`config.mk`:
```
export PLATFORM = sky130hd
export DESIGN_NAME = mem_port_arbiter
export DESIGN_NICKNAME = d
export VERILOG_FILES = /design/src/rtl/mem_port_arbiter.sv
export SDC_FILE = /design/constraint.sdc
export NUM_CORES = 1
export LEC_CHECK = 0
export CORE_ASPECT_RATIO = 0.8
export CORE_MARGIN = 2
export CORE_UTILIZATION = 55
export CTS_BUF_LIST = sky130_fd_sc_hd__clkbuf_4
export CTS_CLUSTER_DIAMETER = 120
export DETAILED_ROUTE_END_ITERATION = 6
export GPL_TIMING_DRIVEN = 0
export MAX_ROUTING_LAYER = met4
export PLACE_DENSITY = 0.86
export SYNTH_ARGS = -nofsm -noshare
export SYNTH_HDL_FRONTEND = slang
export SYNTH_SLANG_ARGS = --single-unit
```
`constraint.sdc`:
```
create_clock -name clk -period 13.5 [get_ports clk]
set_input_delay 1.35 -clock clk [delete_from_list [all_inputs] [get_ports clk]]
set_output_delay 1.35 -clock clk [all_outputs]
set_load 0.01 [all_outputs]
```
`src/rtl/mem_port_arbiter.sv`:
```
// Byte-serial RAM/IO controller: NUM_RD_CH read channels plus one write channel on an 8-bit bus.
// Define MEMARB_RR_EN for round-robin read arbitration; otherwise the lowest channel index wins.
module mem_port_arbiter #(
   parameter int NUM_RD_CH = 2,
   parameter int ADDR_W    = 32
) (
   input  logic                          clk,
   input  logic                          rst,
   input  logic                          rdy,
   input  logic [7:0]                    mem_din,
   output logic [7:0]                    mem_dout,
   output logic [ADDR_W-1:0]             mem_a,
   output logic                          mem_wr,
   input  logic                          io_buffer_full,
   input  logic                          flush,
   input  logic [NUM_RD_CH-1:0]          rd_req,
   input  logic [NUM_RD_CH*ADDR_W-1:0]   rd_addr,
   input  logic [NUM_RD_CH*2-1:0]        rd_size,
   output logic [NUM_RD_CH-1:0]          rd_done,
   output logic [31:0]                   rd_data,
   input  logic                          wr_req,
   input  logic [ADDR_W-1:0]             wr_addr,
   input  logic [1:0]                    wr_size,
   input  logic [31:0]                   wr_data,
   output logic                          wr_done,
   output logic                          busy
);
   localparam int CH_W = (NUM_RD_CH > 1) ? $clog2(NUM_RD_CH) : 1;

   typedef enum logic [1:0] {IDLE, READ, WRITE} state_t;
   state_t state, state_nxt;

   logic [ADDR_W-1:0] base;
   logic [31:0]       wdata;
   logic [31:0]       asm_q, asm_nxt;
   logic [1:0]        last_idx;
   logic [2:0]        iss_idx;   // byte index currently on mem_a
   logic [1:0]        cap_idx;   // next byte index to capture
   logic              valid;     // mem_din carries byte cap_idx this cycle
   logic [CH_W-1:0]   ch, gnt_ch;
   logic              gnt_valid;
   logic              mem_wr_q, stall, issuing, more_to_issue;
   logic              start_wr, start_rd, rd_finish, wr_finish;

   function automatic logic [1:0] size_to_last(input logic [1:0] size);
      case (size)
         2'd0:    return 2'd0;
         2'd1:    return 2'd1;
         default: return 2'd3;
      endcase
   endfunction

`ifdef MEMARB_RR_EN
   logic [CH_W-1:0] rr_ptr;

   always_comb begin
      gnt_valid = 1'b0;
      gnt_ch    = '0;
      // Descending scan so the channel closest to the pointer is written last and wins.
      for (int k = NUM_RD_CH - 1; k >= 0; k--) begin
         if (rd_req[CH_W'((int'(rr_ptr) + k) % NUM_RD_CH)]) begin
            gnt_valid = 1'b1;
            gnt_ch    = CH_W'((int'(rr_ptr) + k) % NUM_RD_CH);
         end
      end
   end

   always_ff @(posedge clk or posedge rst) begin
      if (rst)
         rr_ptr <= '0;
      else if (rdy && start_rd)
         rr_ptr <= (int'(gnt_ch) == NUM_RD_CH - 1) ? '0 : gnt_ch + 1'b1;
   end
`else
   always_comb begin
      gnt_valid = 1'b0;
      gnt_ch    = '0;
      for (int k = NUM_RD_CH - 1; k >= 0; k--) begin
         if (rd_req[k]) begin
            gnt_valid = 1'b1;
            gnt_ch    = CH_W'(k);
         end
      end
   end
`endif

   always_ff @(posedge clk or posedge rst) begin
      if (rst) state <= IDLE;
      else     state <= state_nxt;
   end

   always_comb begin
      // NOTE: every signal written here gets a default first, so no path can infer a latch.
      state_nxt     = state;
      start_wr      = 1'b0;
      start_rd      = 1'b0;
      rd_finish     = 1'b0;
      wr_finish     = 1'b0;
      stall         = (base[17:16] == 2'b11) && io_buffer_full;
      issuing       = (iss_idx <= {1'b0, last_idx});
      more_to_issue = (iss_idx < {1'b0, last_idx});
      if (rdy) begin
         unique case (state)
            IDLE:
               if (wr_req) begin
                  start_wr  = 1'b1;
                  state_nxt = WRITE;
               end else if (gnt_valid && !flush) begin
                  start_rd  = 1'b1;
                  state_nxt = READ;
               end
            READ:
               if (flush) begin
                  state_nxt = IDLE;
               end else if (valid && cap_idx == last_idx) begin
                  rd_finish = 1'b1;
                  state_nxt = IDLE;
               end
            WRITE:
               if (!stall && iss_idx == {1'b0, last_idx}) begin
                  wr_finish = 1'b1;
                  state_nxt = IDLE;
               end
            default: state_nxt = IDLE;
         endcase
      end
   end

   always_comb begin
      busy   = (state != IDLE);
      mem_wr = mem_wr_q && rdy && !stall;
      asm_nxt = asm_q;
      asm_nxt[{cap_idx, 3'b000} +: 8] = mem_din;
   end

   always_ff @(posedge clk or posedge rst) begin
      if (rst) begin
         base     <= '0;
         wdata    <= '0;
         asm_q    <= '0;
         last_idx <= '0;
         iss_idx  <= '0;
         cap_idx  <= '0;
         valid    <= 1'b0;
         ch       <= '0;
         mem_wr_q <= 1'b0;
         mem_a    <= '0;
         mem_dout <= '0;
         rd_done  <= '0;
         rd_data  <= '0;
         wr_done  <= 1'b0;
      end else begin
         rd_done <= '0;
         wr_done <= 1'b0;
         if (!rdy) begin
            // The byte in flight is dropped; rewind so the oldest uncaptured byte is re-issued.
            if (state == READ) begin
               valid   <= 1'b0;
               iss_idx <= {1'b0, cap_idx};
               mem_a   <= base + ADDR_W'(cap_idx);
            end
         end else begin
            unique case (state)
               IDLE:
                  if (start_wr) begin
                     base     <= wr_addr;
                     wdata    <= wr_data;
                     last_idx <= size_to_last(wr_size);
                     iss_idx  <= '0;
                     mem_a    <= wr_addr;
                     mem_dout <= wr_data[7:0];
                     mem_wr_q <= 1'b1;
                  end else if (start_rd) begin
                     base     <= rd_addr[int'(gnt_ch)*ADDR_W +: ADDR_W];
                     last_idx <= size_to_last(rd_size[int'(gnt_ch)*2 +: 2]);
                     ch       <= gnt_ch;
                     iss_idx  <= '0;
                     cap_idx  <= '0;
                     valid    <= 1'b0;
                     asm_q    <= '0;
                     mem_a    <= rd_addr[int'(gnt_ch)*ADDR_W +: ADDR_W];
                  end
               READ:
                  if (!flush) begin
                     if (valid) begin
                        asm_q   <= asm_nxt;
                        cap_idx <= cap_idx + 2'd1;
                        if (rd_finish) begin
                           rd_done[ch] <= 1'b1;
                           rd_data     <= asm_nxt;
                        end
                     end
                     valid <= issuing;
                     if (issuing) iss_idx <= iss_idx + 3'd1;
                     if (more_to_issue) mem_a <= base + ADDR_W'(iss_idx + 3'd1);
                  end
               WRITE:
                  if (!stall) begin
                     if (wr_finish) begin
                        mem_wr_q <= 1'b0;
                        wr_done  <= 1'b1;
                     end else begin
                        iss_idx  <= iss_idx + 3'd1;
                        mem_a    <= base + ADDR_W'(iss_idx + 3'd1);
                        mem_dout <= wdata[{iss_idx[1:0] + 2'd1, 3'b000} +: 8];
                     end
                  end
               default: ;
            endcase
         end
      end
   end
endmodule

```
# Word-level counts from Yosys, hierarchy flattened
# Index checks and enable logic that the tools add are counted.
# word_totals
register_bits,183
inputBits,150
output_inout_bits,77
word_cells,169
# op_classes
addsub,7
magnitude_cmp,4
n_eq_ne,26
n_shift,5
mux,81
n_bitwise,2
reduce_logical,29
# ops
op,n
$mux W32,12
$pmux W32 S3,1
$pmux W32 S2,1
$shiftx A64 B7 Y32,1
$add A32 B2 Y32,1
$add A32 B4 Y32,1
$bwmux W32,1
$mux W2,16
$shift A8 B7 Y32 const A,1
$shiftx A32 B6 Y8,1
$shiftx A8 B7 Y32,1
$mux W1,30
$ne A3 B3 Y1 const B,9
$mux W3,8
$mux W8,3
$reduce_and A5 Y1,4
$ne A2 B2 Y1 const B,9
$pmux W8 S2,1
$reduce_and A7 Y1,2
$pmux W2 S2,3
$reduce_bool A2 Y1,5
$pmux W3 S3,1
$reduce_and A4 Y1,2
$logic_and A1 B1 Y1,7
other kinds (23),33

# Logic depth before layout (Yosys ltp)
# Gate-level depths: netlist of the first run.
# depth
depth_word,11
ltp_mapped,12
ltp_nobuf,10

# Worst setup path before layout of the first run
# OpenSTA, ideal clock, no wires.
# synth_path
path_type,input to output
startpoint,input port rdy
endpoint,output port mem_wr
t_arrival_ns,2.593
required_ns,12.150
slack_ns,9.557
path_stages,6
path_buffers,4
path_cell_list,buf_2 > buf_1 > buf_1 > clkbuf_1 > nand2_1 > nor2_1
# synth_between
elab_chain_len,2
# synth_lines
element,line_no,rtl
start: declaration,9,"input logic rdy,"
$logic_and A1 B1 Y1 (2 in series),131,mem_wr = mem_wr_q && rdy && !stall;
end: declaration,13,"output logic mem_wr,"
# Every way passes these cells.

# Worst setup path in the final report of the first run
# Same ends and word-level chain as after synthesis.

==> impl_metrics.yaml, run 1 <==
min_path:
  min_path_cells: 1
  min_path_type: "reg -> reg"
  whs_endpoint: "rd_done[0]$_DFF_PP0_"
  hold_start: "ch$_DFFE_PP0P_"
synthesis:
  synth_top_area_share_pct: 43.70
  synth_area_leaders: "dfrtp_1, nand2_1, o21ai_0"
  yosys.area.top_type: "dfrtp_1"
  syn_inst: 1213
  synth_nets: 1382
  synth-seq-cells: 183
  yosysWarnings: 0
  synth-edff-count: 0
  ys_seq_area_share_pct: 43.70
  synth_ff_type: "dfrtp_1"
  ys_async_sr_fraction_pct: 100.0
  syn_area_per_cell_um2: 8.640
  netlist_area_um2: 10480
  yosysUniqueCellTypes: 77
placement:
  place_ws_ps: 7619
  place_area_um2: 13030
  hpwl_um: 27380
  io_buffers: 219
  gp_congestion: 1.003
  placed_cells: 1691
cells_and_area:
  drive_gt1_share_pct: 6.962
  register_area_um2: 4579
  layout_common_cells: "nand2_1, clkdlybuf4s50_1, dfrtp_1"
  final_common_cell: "nand2_1"
  instances_no_fill: 1725
  synthToLayoutAreaGrowth_pct: 27.34
  multi_input_area_um2: 5424
  fin_nets: 1621
  postLayoutCellArea_um2: 13350
  fin_util_pct: 70.96
  final.fill_count: 1471
clock_network:
  cts_buffer_depth: 2
  cts_inserted_buffers: 17
  clock_sinks: 183
  ctsResizeCount: 0
  root_buffer: "clkbuf_4"
  insertion_delay_ps: 640
  cts_max_level: 4
  postCtsSetupRepairBufs: 0
  clkTransAtPathRegs_ps: 160
  cts_tree: "built"
  cts_hold_buf: 0
timing:
  slew_headroom_pct: 20.50
  finalCriticalPeriod_ps: 6021
  tightest_slew_ps: 1183
  whs_ps: 433.9
  slew_viol_final: 0
  timing.fmax_ghz: 0.1661
  finalCritPeriodShare_pct: 44.60
  fin_setup_tns_ps: 0
  fin_skew_ps: 37.38
  finalSetupViolCount: 0
  rsz0062_at_grt: "no"
  worst_slack_ps: 7479
  finalHoldViolations: 0
job:
  drv_cap: 0
routing:
  dr.pass1.iters: 5
  wire_per_inst_um: 21.18
  avgViaCountPerCell: 6.198
  finalWirelength_um: 36530
  drc: 0
  drtIter0Drc: 1356
  num_vias: 10692
  final_antenna_net_count: 0
floorplanning:
  start_util_pct: 55.73
  die_h_um: 127.5
  ios: 227
  die_x_um: 158.3
  dieArea_um2: 20180
  row_count: 45
  core_um2: 18810
status:
  outcome: "complete, no violations"
power:
  p_total_mw: 2.559
  cellPowerDensity_nw_per_um2: 191.7
  ir_drop_v: 0.00009440
  p_leak_nw: 5.587
critical_path:
  reg2reg_from: "iss_idx[0]$_DFFE_PP0P_"
  crit_arrival_ps: 4670
  worstPathRequired_ps: 12150
  cp_top_family: "buffers and inverters"
  worst-path-max-fanout: 10
  critPathBufInv: 6
  max_stage_delay_ps: 670
  start_kind: "input pin"
  critPathCaptureType: "output port"
  worst_r2r_path_depth: 9
  worst-setup-path-type: "in -> out"
  crit_chain: "clkdlybuf4s50_1, buf_2, buf_1, buf_1, clkbuf_1, nand2_1, nor2_1, clkdlybuf4s50_1"
  slowest_stage: "clkbuf_1"
  r2r_setup_slack_ps: 9620
  rr_endpoint: "mem_a[20]$_DFFE_PP0P_"
global_routing:
  grt_pass1_vias: 10022
  antenna_found_initial: 2
  gr-total-overflow: 0
  grt_max_degree: 123
  grtUsageTotal_pct: 38.26
  grt_first_pass_wirelength_um: 56430
## cells by family after synthesis
logic type | after synthesis | synth area share, %
AOI/OAI and AO/OA | 343 | 19.27
xor gates and xnor gates | 28 | 2.340
adders and majority gates | 19 | 2.412
buffers and inverters | 116 | 4.549
DFF | 183 | 43.70
muxes | 65 | 7.342
and+or+nand+nor | 459 | 20.39
## worst max-delay path by stage
stage	start	end	slack [ps]	depth (start not counted)
6_report	rdy	mem_wr	7480	8
5_1_grt	rdy	mem_wr	7370	8
4_1_cts	rdy	mem_wr	7610	8
3_5_place_dp	rdy	mem_wr	7620	8
3_3_place_gp	rst	wdata[9]$_DFFE_PP0P_	4770	2
2_1_floorplan	rst	asm_q[0]$_DFFE_PP0P_	7180	1
## worst reg2reg max path, stage by stage, from the launching register on
cell      delay, ps
dfrtp_1         490
clkbuf_1        530
inv_1           200
ha_1            330
and3b_1         170
o21ai_1         210
o21ai_0         170
a21boi_1        610
clkbuf_1        750
a41oi_1         240
## power breakdown
group          switching (mW)  total [mW]  internal, mW
Combinational           0.741        1.30         0.554
Sequential              0.172       0.938         0.765
Clock                   0.235       0.326        0.0912
## registers in the layout (all words and copies together) (netlist names), 3 cells and up
| signal | flops |
|---|---|
| wdata | 32 |
| mem_dout | 8 |
| iss_idx | 3 |
| asm_q | 32 |
| base | 32 |
| rd_data | 32 |
| mem_a | 32 |
## metal layers
layer	GRT usage, %	vias up	wire length [um]
met5	-	-	0
met4	11.87	0	924
met3	6.784	90	3808
met2	53.04	647	15560
met1	57.22	5200	16240
li1	-	4755	-
## synth_stat cells, types with 5 or more instances
cell        n
nand2_1   237
dfrtp_1   183
o21ai_0   138
a21oi_1    97
nor2_1     76
clkbuf_1   61
mux2i_1    42
nor2b_1    31
nor3_1     24
nand3_1    23
inv_1      22
buf_2      19
xor2_1     18
ha_1       17
mux2_2     15
o22ai_1    13
nand4_1    12
a22oi_1    11
xnor2_1    10
a22o_1      9
a31oi_1     9
a211oi_1    8
clkbuf_2    8
mux4_2      8
a21o_1      7
and3_1      7
o22a_1      7
nor4_1      6
or3_1       6
and2_1      5
and4_1      5
o211ai_1    5
## final cells by class
type | count | share of cell area, %
clock buffers | 18 | 1.013
plain buffers | 92 | 2.897
flip-flops and latches | 183 | 34.31
repair buffers | 220 | 16.63
inverters | 24 | 0.7313
multi-input cells | 914 | 40.64
well taps | 258 | 2.419
diodes | 2 | 0.03750
clock inverters | 14 | 1.313
No activity file was read; power rests on OpenSTA's default activity.
==> inputs of run 2 (changes only) <==
--- a/config.mk
+++ b/config.mk
@@ -7,13 +7,13 @@
 export LEC_CHECK = 0
 export CORE_ASPECT_RATIO = 0.8
 export CORE_MARGIN = 2
-export CORE_UTILIZATION = 55
+export CORE_UTILIZATION = 53
 export CTS_BUF_LIST = sky130_fd_sc_hd__clkbuf_4
 export CTS_CLUSTER_DIAMETER = 120
 export DETAILED_ROUTE_END_ITERATION = 6
 export GPL_TIMING_DRIVEN = 0
 export MAX_ROUTING_LAYER = met4
-export PLACE_DENSITY = 0.86
+export PLACE_DENSITY = 0.83
 export SYNTH_ARGS = -nofsm -noshare
 export SYNTH_HDL_FRONTEND = slang
 export SYNTH_SLANG_ARGS = --single-unit
==> constraint.sdc (replaced) <==
create_clock -name clk -period 5.9 [get_ports clk]
set_input_delay 0.59 -clock clk [delete_from_list [all_inputs] [get_ports clk]]
set_output_delay 0.59 -clock clk [all_outputs]
set_load 0.01 [all_outputs]
==> run 2 against run 1 <==
Against the previous run: the run now ends with design-rule violations left; critical path depth unchanged; design area hardly changed; sequential power increased by 130%; wire length grew 3.4%; combinational power grew 130%; register-to-register slack worse by 7700 ps; count of clock-buffer cells in the layout is the same; global-route usage decreased by 0.55 points; via count down 1.5%.
==> impl_metrics.yaml, run 2 (same netlist as run 1, synthesis figures left out) <==
critical_path:
  critPathCaptureType: "output port"
  worst-setup-path-type: "in -> out"
  crit_start: "rdy"
  worstPathRequired_ps: 5310
  reg2reg_from: "iss_idx[0]$_DFFE_PP0P_"
  worst_r2r_path_depth: 9
  crit_arrival_ps: 3950
  worst-path-max-fanout: 10
  start_kind: "input pin"
clock_network:
  cts_buffer_depth: 2
  cts_max_level: 4
  cts_hold_buf: 0
  cts_tree: "built"
  clkTransAtPathRegs_ps: 190
  cts_inserted_buffers: 17
  postCtsSetupRepairBufs: 0
  insertion_delay_ps: 620
  clock_sinks: 183
  root_buffer: "clkbuf_4"
  ctsResizeCount: 0
timing:
  slew_headroom_pct: 22.51
  timing.fmax_ghz: 0.2200
  fin_setup_tns_ps: 0
  tightest_slew_ps: 1153
  finalSetupViolCount: 0
  worst_slack_ps: 1355
  rsz0062_at_grt: "no"
  finalCriticalPeriod_ps: 4545
  slew_viol_final: 0
  finalHoldViolations: 0
  whs_ps: 367.3
  finalCritPeriodShare_pct: 77.03
  fin_skew_ps: 27.93
cells_and_area:
  layout_common_cells: "nand2_1, clkdlybuf4s50_1, dfrtp_1"
  postLayoutCellArea_um2: 13340
  synthToLayoutAreaGrowth_pct: 27.29
  fin_nets: 1621
  instances_no_fill: 1724
  final.fill_count: 1561
  drive_gt1_share_pct: 6.962
  fin_util_pct: 69.48
  final_common_cell: "nand2_1"
floorplanning:
  start_util_pct: 54.58
  die_x_um: 161.2
  die_h_um: 129.8
  dieArea_um2: 20920
  row_count: 45
  ios: 227
  core_um2: 19200
placement:
  io_buffers: 219
  hpwl_um: 28310
  place_area_um2: 13030
  placed_cells: 1691
  gp_congestion: 0.9764
  place_ws_ps: 1545
job:
  drv_cap: 0
global_routing:
  antenna_found_initial: 1
  gr-total-overflow: 0
  grtUsageTotal_pct: 37.72
  grt_max_degree: 120
  grt_pass1_vias: 10148
  grt_first_pass_wirelength_um: 58000
min_path:
  min_path_type: "in -> reg"
  hold_start: "mem_din[2]"
  min_path_cells: 2
power:
  ir_drop_v: 0.0002604
  power_frac_comb_pct: 50.5
  cellPowerDensity_nw_per_um2: 441.7
  p_seq_share_pct: 36.6
  p_int_mw: 3.228
  switchingPower_mw: 2.665
  p_leak_nw: 5.586
  p_total_mw: 5.893
  pwr-share-clk_pct: 12.9
  p_sw_share_pct: 45.23
routing:
  final_antenna_net_count: 0
  num_vias: 10534
  drtIter0Drc: 1077
  avgViaCountPerCell: 6.110
  wire_per_inst_um: 21.91
  finalWirelength_um: 37780
  drc: 1
  dr.pass1.iters: 7
status:
  violations: "design-rule violations"
  outcome: "finished, violations left"
-- run 2: cell count changes in the layout (fill, tap and decap cells not counted), sizes merged --
cell,change
clkinv,-1
diode,-1
inv,+1
-- run 2: power groups by stage --
stage          clock [mW]  combinational, mW  sequential, mW
2_1_floorplan           0               1.69            2.14
3_3_place_gp            0               2.83            2.15
3_5_place_dp            0               2.91            2.16
4_1_cts             0.753               2.93            2.14
5_1_grt             0.810               3.24            2.21
6_report            0.761               2.98            2.16
-- run 2: final timing paths --
check | endpoint | slack, ps
max | mem_wr | 1360
min | asm_q[26]$_DFFE_PP0P_ | 370
max reg2reg | mem_a[20]$_DFFE_PP0P_ | 1900
min reg2reg | rd_done[0]$_DFF_PP0_ | 440
max in group asynchronous | wdata[27]$_DFFE_PP0P_ | 4540
min in group asynchronous | rd_data[2]$_DFFE_PP0P_ | 380
-- run 2: per-layer routing --
metal | vias to the layer above | routed length [um] | global-route usage [%]
li1 | 4751 | - | -
met1 | 5097 | 16440 | 53.43
met3 | 53 | 4250 | 9.282
met2 | 633 | 16470 | 55.26
met4 | 0 | 614 | 8.613
met5 | - | 0 | -
-- run 2: cell type report --
| type | instances | area (um^2) | area share (%) |
|---|---|---|---|
| Timing Repair Buffer | 220 | 2220 | 16.64 |
| Antenna cell | 1 | 2.502 | 0.01876 |
| Sequential cell | 183 | 4579 | 34.33 |
| Buffer | 92 | 386.6 | 2.898 |
| Clock buffer | 18 | 135.1 | 1.013 |
| Tap cell | 258 | 322.8 | 2.420 |
| Inverter | 24 | 97.59 | 0.7316 |
| Clock inverter | 14 | 172.7 | 1.294 |
| Multi-Input combinational cell | 914 | 5424 | 40.66 |
-- run 2: worst max-delay path: stages --
cell and delay, ps:
clkdlybuf4s50_1 500, buf_2 280, buf_1 450, buf_1 590
clkbuf_1 700, nand2_1 110, nor2_1 110, clkdlybuf4s50_1 610
==> inputs of run 3 (changes only) <==
--- a/config.mk
+++ b/config.mk
@@ -7,13 +7,13 @@
 export LEC_CHECK = 0
 export CORE_ASPECT_RATIO = 0.8
 export CORE_MARGIN = 2
-export CORE_UTILIZATION = 53
+export CORE_UTILIZATION = 48
 export CTS_BUF_LIST = sky130_fd_sc_hd__clkbuf_4
 export CTS_CLUSTER_DIAMETER = 120
 export DETAILED_ROUTE_END_ITERATION = 6
 export GPL_TIMING_DRIVEN = 0
 export MAX_ROUTING_LAYER = met4
-export PLACE_DENSITY = 0.83
+export PLACE_DENSITY = 0.79
 export SYNTH_ARGS = -nofsm -noshare
 export SYNTH_HDL_FRONTEND = slang
 export SYNTH_SLANG_ARGS = --single-unit
==> constraint.sdc (replaced) <==
create_clock -name clk -period 4.07 [get_ports clk]
set_input_delay 0.407 -clock clk [delete_from_list [all_inputs] [get_ports clk]]
set_output_delay 0.407 -clock clk [all_outputs]
set_load 0.01 [all_outputs]
==> run 3 against run 2 <==
Against the previous run: the flow still finishes with violations (design-rule violations); largest cell class unchanged; global-route usage shrank 4.8 points; setup slack lost 1100 ps; count of clock-buffer cells in the layout shrank 1; critical path depth is the same; flip-flop and latch count is the same; total power grew 44%; highest routed layer unchanged; cell count grew 1.2%; largest power group unchanged; die area grew 10%; non-clock buffer count grew 4; hold slack lost 270 ps; register-to-register slack lost 1700 ps.
==> impl_metrics.yaml, run 3 (same netlist as run 1, synthesis figures left out) <==
cells_and_area:
  drive_gt1_share_pct: 7.221
  postLayoutCellArea_um2: 13420
  fin_util_pct: 62.42
  fin_nets: 1625
  layout_common_cells: "nand2_1, clkdlybuf4s50_1, dfrtp_1"
  synthToLayoutAreaGrowth_pct: 28.06
  final.fill_count: 1903
  final_common_cell: "nand2_1"
power:
  p_leak_nw: 5.602
  power_frac_comb_pct: 50.6
  p_sw_share_pct: 44.44
  cellPowerDensity_nw_per_um2: 631.8
  p_int_mw: 4.711
  switchingPower_mw: 3.768
  p_seq_share_pct: 36.9
  ir_drop_v: 0.0002638
  pwr-share-clk_pct: 12.5
  p_total_mw: 8.479
timing:
  tightest_slew_ps: 1057
  slew_headroom_pct: 28.99
  whs_ps: 100.7
  finalHoldViolations: 0
  finalCriticalPeriod_ps: 3857
  rsz0062_at_grt: "no"
  finalSetupViolCount: 0
  timing.fmax_ghz: 0.2593
  fin_skew_ps: 36.81
  finalCritPeriodShare_pct: 94.76
  fin_setup_tns_ps: 0
  slew_viol_final: 0
critical_path:
  crit_arrival_ps: 3450
  worst_r2r_path_depth: 10
  reg2reg_from: "iss_idx[0]$_DFFE_PP0P_"
  worst-setup-path-type: "in -> out"
  crit_path_end: "mem_wr"
  crit_start: "rdy"
  rr_endpoint: "mem_a[12]$_DFFE_PP0P_"
  worst-path-max-fanout: 10
  worstPathRequired_ps: 3660
  critPathCaptureType: "output port"
  r2r_setup_slack_ps: 240
  start_kind: "input pin"
routing:
  final_antenna_net_count: 0
  dr.pass1.iters: 7
  wire_per_inst_um: 20.95
  avgViaCountPerCell: 5.955
  finalWirelength_um: 36550
  num_vias: 10391
  drc: 4
  drtIter0Drc: 1119
clock_network:
  ctsResizeCount: 0
  postCtsSetupRepairBufs: 0
  cts_hold_buf: 0
  cts_max_level: 4
  root_buffer: "clkbuf_4"
  clock_sinks: 183
  cts_buffer_depth: 2
  cts_inserted_buffers: 17
  cts_tree: "built"
  insertion_delay_ps: 600
  clkTransAtPathRegs_ps: 160
global_routing:
  grt_pass1_vias: 9793
  grt_max_degree: 42
  grt_first_pass_wirelength_um: 56020
  gr-total-overflow: 0
  grtUsageTotal_pct: 32.89
  antenna_found_initial: 1
floorplanning:
  ios: 227
  die_h_um: 136.2
  core_um2: 21500
  start_util_pct: 48.74
  die_x_um: 169.2
  row_count: 48
  dieArea_um2: 23040
job:
  drv_cap: 0
placement:
  hpwl_um: 27530
  io_buffers: 219
  place_area_um2: 13120
  gp_congestion: 1.016
status:
  outcome: "finished, violations left"
  violations: "design-rule violations"
min_path:
  min_path_type: "in -> async"
==> run 3: power by group through the flow <==
stage	clock network [mW]	registers (mW)	logic (mW)
after global placement	0	3.12	4.09
after CTS	1.06	3.11	4.23
after detailed placement	0	3.14	4.21
after global routing	1.14	3.20	4.67
final	1.06	3.13	4.29
after floorplan	0	3.10	2.46
==> run 3: critical path: stages <==
cell and delay (ps):
clkdlybuf4s50_1 490, buf_2 270, buf_1 490, buf_1 540
clkbuf_2 450, nand2_1 90, nor2_1 100, clkdlybuf4s50_1 590
==> run 3: how the worst min path moves through the flow <==
stage,start,to,slack (ps),cells after the start
6_report,rst,rd_done[1]$_DFF_PP0_,100,2
5_1_grt,rst,rd_done[1]$_DFF_PP0_,60,2
4_1_cts,rst,rd_done[1]$_DFF_PP0_,80,2
3_5_place_dp,ch$_DFFE_PP0P_,rd_done[0]$_DFF_PP0_,440,1
3_3_place_gp,ch$_DFFE_PP0P_,rd_done[0]$_DFF_PP0_,410,1
2_1_floorplan,ch$_DFFE_PP0P_,rd_done[0]$_DFF_PP0_,400,1
==> run 3: layer usage <==
layer / part of all wire [%] / global-route usage (%) / up-vias
li1: - / - / 4763
met1: 45 / 48.43 / 4972
met2: 42 / 46.58 / 612
met3: 11 / 7.715 / 44
met4: 1.3 / 6.173 / 0
met5: 0 / - / -
==> run 3: area by class of cell <==
| cell class | count | area [um^2] | share of cell area [%] |
|---|---|---|---|
| clock buffers | 17 | 127.6 | 0.9510 |
| diodes | 2 | 5.005 | 0.03729 |
| repair buffers | 224 | 2292 | 17.08 |
| well taps | 275 | 344.1 | 2.564 |
| multi-input cells | 914 | 5424 | 40.42 |
| flip-flops and latches | 183 | 4579 | 34.12 |
| clock inverters | 14 | 166.4 | 1.240 |
| inverters | 24 | 93.84 | 0.6992 |
| plain buffers | 92 | 387.9 | 2.890 |
==> run 3: through the flow <==
step / setup slack [ps] / std cells
2_1_floorplan: 1312 / 1213
3_3_place_gp: -200.4 / 1707
3_5_place_dp: 149.1 / 1712
4_1_cts: 124.5 / 1743
5_1_grt: 117.2 / 1745
6_report: 213.2 / 1745
